## config.mk

```make
export PLATFORM = sky130hd
export DESIGN_NAME = unified_cache_mem_bridge
export DESIGN_NICKNAME = d
export VERILOG_FILES = /design/src/rtl/unified_cache_mem_bridge.sv
export SDC_FILE = /design/constraint.sdc
export NUM_CORES = 1
export LEC_CHECK = 0
export BUFFER_PORTS_ARGS = -buffer_cell sky130_fd_sc_hd__buf_2
export CORE_AREA = 10 10 234 236
export DETAILED_ROUTE_END_ITERATION = 7
export DIE_AREA = 0 0 244 246
export PLACE_DENSITY = 0.62
export SETUP_SLACK_MARGIN = 0.4
export SLEW_MARGIN = 15
export SYNTH_ARGS = -nofsm -noshare
export SYNTH_HDL_FRONTEND = slang
export SYNTH_SLANG_ARGS = --single-unit
```

## constraint.sdc

```tcl
create_clock -name clk_in -period 4.15 [get_ports clk_in]
set_input_delay 0.6225 -clock clk_in [delete_from_list [all_inputs] [get_ports clk_in]]
set_output_delay 0.6225 -clock clk_in [all_outputs]
set_load 0.01 [all_outputs]
```

## src/rtl/unified_cache_mem_bridge.sv

```systemverilog
// Bridge from the unified cache's to-mem arbiter to a request/ready memory bus.
// One packet is in flight at a time; read data is merged back into the packet and returned.
module unified_cache_mem_bridge #(
    parameter int PACKET_WIDTH   = 164,
    parameter int VALID_POS      = 0,
    parameter int IS_WRITE_POS   = 1,
    parameter int ADDR_LO        = 4,
    parameter int ADDR_WIDTH     = 32,
    parameter int DATA_LO        = 36,
    parameter int DATA_WIDTH     = 128,
    parameter int TIMEOUT_CYCLES = 256
) (
    input  logic                    clk_in,
    input  logic                    reset_in,
    input  logic [PACKET_WIDTH-1:0] request_in,
    output logic                    request_ack_out,
    output logic [PACKET_WIDTH-1:0] return_packet_out,
    input  logic                    return_packet_ack_in,
    output logic                    mem_req_valid_out,
    input  logic                    mem_req_ready_in,
    output logic [ADDR_WIDTH-1:0]   mem_addr_out,
    output logic                    mem_we_out,
    output logic [DATA_WIDTH-1:0]   mem_wdata_out,
    input  logic                    mem_resp_valid_in,
    input  logic [DATA_WIDTH-1:0]   mem_rdata_in,
    output logic                    timeout_error_out
);

    localparam int CNT_W = $clog2(TIMEOUT_CYCLES + 1);
    localparam logic [CNT_W-1:0] CNT_LAST = CNT_W'(TIMEOUT_CYCLES - 1);
    localparam logic [CNT_W-1:0] CNT_MAX  = '1;

    typedef enum logic [1:0] {
        IDLE   = 2'd0,
        ISSUE  = 2'd1,
        WAIT   = 2'd2,
        RETURN = 2'd3
    } state_t;

    state_t                  state;
    logic [PACKET_WIDTH-1:0] pkt_reg;
    logic [CNT_W-1:0]        wait_cnt;

    // Merge a data block into a packet; the returned packet is always marked valid.
    function automatic logic [PACKET_WIDTH-1:0] fill_data(
        input logic [PACKET_WIDTH-1:0] pkt,
        input logic [DATA_WIDTH-1:0]   data
    );
        logic [PACKET_WIDTH-1:0] p;
        p = pkt;
        p[DATA_LO +: DATA_WIDTH] = data;
        p[VALID_POS] = 1'b1;
        return p;
    endfunction

    always_ff @(posedge clk_in or negedge reset_in) begin
        if (!reset_in) begin
            state             <= IDLE;
            pkt_reg           <= '0;
            wait_cnt          <= '0;
            request_ack_out   <= 1'b0;
            return_packet_out <= '0;
            mem_req_valid_out <= 1'b0;
            mem_addr_out      <= '0;
            mem_we_out        <= 1'b0;
            mem_wdata_out     <= '0;
            timeout_error_out <= 1'b0;
        end else begin
            request_ack_out <= 1'b0;
            case (state)
                IDLE: begin
                    if (request_in[VALID_POS]) begin
                        pkt_reg           <= request_in;
                        request_ack_out   <= 1'b1;
                        mem_req_valid_out <= 1'b1;
                        mem_addr_out      <= request_in[ADDR_LO +: ADDR_WIDTH];
                        mem_we_out        <= request_in[IS_WRITE_POS];
                        mem_wdata_out     <= request_in[DATA_LO +: DATA_WIDTH];
                        state             <= ISSUE;
                    end
                end
                ISSUE: begin
                    if (mem_req_ready_in) begin
                        mem_req_valid_out <= 1'b0;
                        mem_addr_out      <= '0;
                        mem_we_out        <= 1'b0;
                        mem_wdata_out     <= '0;
                        wait_cnt          <= '0;
                        state             <= pkt_reg[IS_WRITE_POS] ? IDLE : WAIT;
                    end
                end
                WAIT: begin
                    // A response on the timeout edge takes priority over the timeout.
                    if (mem_resp_valid_in) begin
                        pkt_reg[DATA_LO +: DATA_WIDTH] <= mem_rdata_in;
                        return_packet_out <= fill_data(pkt_reg, mem_rdata_in);
                        state             <= RETURN;
                    end else if (wait_cnt == CNT_LAST) begin
                        pkt_reg[DATA_LO +: DATA_WIDTH] <= '0;
                        return_packet_out <= fill_data(pkt_reg, '0);
                        timeout_error_out <= 1'b1;
                        state             <= RETURN;
                    end else if (wait_cnt != CNT_MAX) begin
                        wait_cnt <= wait_cnt + 1'b1;
                    end
                end
                RETURN: begin
                    if (return_packet_ack_in) begin
                        return_packet_out <= '0;
                        state             <= IDLE;
                    end
                end
                default: state <= IDLE;
            endcase
        end
    end

endmodule

```

==> impl_metrics.yaml <==
clocking:
  clk_pin_slew_ns: 0.06
  cts_tree: "built"
  cts-resized-gates: 0
  clk_latency_ns: 0.55
  clkSinkCount: 374
  clock_path_buffers: 3
  cts-hold-fix-buffers: 0
  root_buffer: "clkbuf_16"
  cts_buffers: 41
  htree_num_levels: 2
  post_cts_buffers: 0
run_status:
  outcome: "finished, final reports clean"
placed_design:
  pre_cts_ws_ns: 1.67
  dp_hpwl_mm: 38.4
  dpl_cell_area_um2: 17200
  gp_congestion: 0.878
  dp.cells: 2109
  portBuffers: 624
route:
  drc: 0
  viasPerCell: 4.79
  wl_per_cell_um: 23.6
  drt_iter0_markers: 622
  drt-total-wl_mm: 51.5
  via_count: 10500
  drtAntennaViolNets: 0
  dr.pass1.iters: 4
global_route:
  grt_overflow_total: 0
  grt_max_degree: 153
  antenna_found_initial: 5
  grt_pass1_wl_mm: 76.0
  grtUsageTotal: 0.164
  grt_pass1_vias: 11200
timing:
  slew_headroom: 0.362
  fin_crit_ns: 2.48
  finalCritPeriodShare: 0.598
  fin_hold_ws_ns: 0.0368
  max_freq_mhz: 403
  setup-tns-final_ns: 0
  finClkSkew_ns: 0.0192
  setup_slack_ns: 1.67
  slew_violations: 0
  setup_viol: 0
  tightest_slew_ns: 0.957
  hold_viol: 0
  rsz0062_at_grt: "false"
worst_setup_path:
  cp_num_buf_inv: 1
  critPathKind: "reg2reg"
  cp_max_fo: 104
  critPathCaptureType: "register"
  required_ns: 4.56
  worst_r2r_endpoint: "return_packet_out[8]"
  worstSetupStartpointType: "register"
  rrSetupSlack_ns: 1.67
  r2r_cells: 8
  cp_slowest_cell: "dfrtp_1"
  cp.arrival_ns: 2.89
  cp.depth: 8
  cpLargestDelayFamily: "simple AND/OR/NAND/NOR gates"
  cpPeakStageDelay_ns: 0.38
  reg2reg_from: "wait_cnt[0]"
  path_cells: "ha_1 > nand2_1 > nor3_1 > ha_1 > nor3_1 > nand3b_1 > buf_12 > a22o_1"
final_layout:
  seqCellArea_um2: 9360
  multiInputGateArea_um2: 3650
  fill_cells: 4809
  final_core_util: 0.373
  fin_nets: 1780
  fin_area_um2: 18600
  syn2layout_area_growth_pct: 39.4
  stdcell_count: 2182
  drive_gt1_frac: 0.494
  largest_register_ff_count: 164
yosys:
  ys_ff_latch: 374
  synth.cell_area_um2: 13300
  synth_ff_type: "dfrtp_1"
  synth_top_area_share: 0.701
  ys_seq_area_frac: 0.701
  synth-edff-count: 0
  ys_top_cells_by_area: "dfrtp_1 (70%), a22o_1 (21%), mux2_2 (3.0%)"
  synth_nets: 1176
  ys_warn_count: 0
  yosysUniqueCellTypes: 34
  yosysMostFrequentCell: "dfrtp_1"
  synthArstFlopShare: 1.00
  syn_inst: 876
  yosys-top-cells-count: "dfrtp_1 (374), a22o_1 (324), clkbuf_1 (47)"
  avgSynthCellArea_um2: 15.2
  synth_area_leader_cell: "dfrtp_1"
floorplan:
  die_area_um2: 60000
  pin_count: 625
  die_h_um: 246
  die_w_um: 244
  start_util: 0.268
  std_cell_rows: 82
  core_um2: 49900
power:
  power_leakage_nw: 9.89
  ir_drop_mv: 0.411
  power.density_nw_per_um2: 799
  total_power_mw: 14.9
hold_path:
  holdCritPathClass: "in2async"
job:
  maxCapViolCount: 0
where the power goes:
part / internal (mW) / total [mW] / leakage [nW] / switching (mW)
Combinational: 2.30 / 5.12 / 4.35 / 2.82
Clock: 2.33 / 3.82 / 0.692 / 1.49
Sequential: 5.09 / 5.94 / 4.84 / 0.846
Total: 9.71 / 14.9 / 9.88 / 5.16
area by class of cell:
type	instances	share of cell area
antenna	1	0.000134
sequential	374	0.503
inverter	5	0.00101
timing repair buffer	640	0.179
clock buffer	54	0.0617
clock inverter	18	0.0140
tap	672	0.0452
multi-input combinational	418	0.196
worst max path at each step:
stage	from	endpoint	slack, ns
2_1_floorplan	wait_cnt[0]	wait_cnt[5]	1.91
3_3_place_gp	wait_cnt[0]	wait_cnt[5]	1.70
3_5_place_dp	wait_cnt[0]	wait_cnt[5]	1.67
4_1_cts	wait_cnt[0]	wait_cnt[5]	1.69
5_1_grt	wait_cnt[1]	return_packet_out[8]	1.49
6_report	wait_cnt[0]	return_packet_out[8]	1.67
layer usage:
| layer | part of all wire | vias up | track usage |
|---|---|---|---|
| li1 | - | 4586 | - |
| met1 | 0.37 | 5294 | 0.182 |
| met2 | 0.49 | 511 | 0.278 |
| met3 | 0.10 | 70 | 0.0718 |
| met4 | 0.031 | 0 | 0.0546 |
| met5 | 0 | - | 0 |
kinds of logic after synthesis:
group	count (synthesis)	share of synthesized area
buffers and inverters	84	0.0266
flip-flops	374	0.701
adder cells (fa/ha/maj)	3	0.00281
multiplexers	36	0.0303
AO/OA/AOI/OAI	346	0.225
AND/OR/NAND/NOR	33	0.0145
cells in the final DEF (no fill, tap or decap), drive strengths merged, types with 6 or more instances in the layout:
cell	instances
mux2	35
nand3	6
dfrtp	374
nand2	7
bufinv	6
inv	7
a22o	324
clkbuf	54
clkinv	9
buf	640
o211ai	7
(Power assumes the default switching activity.)
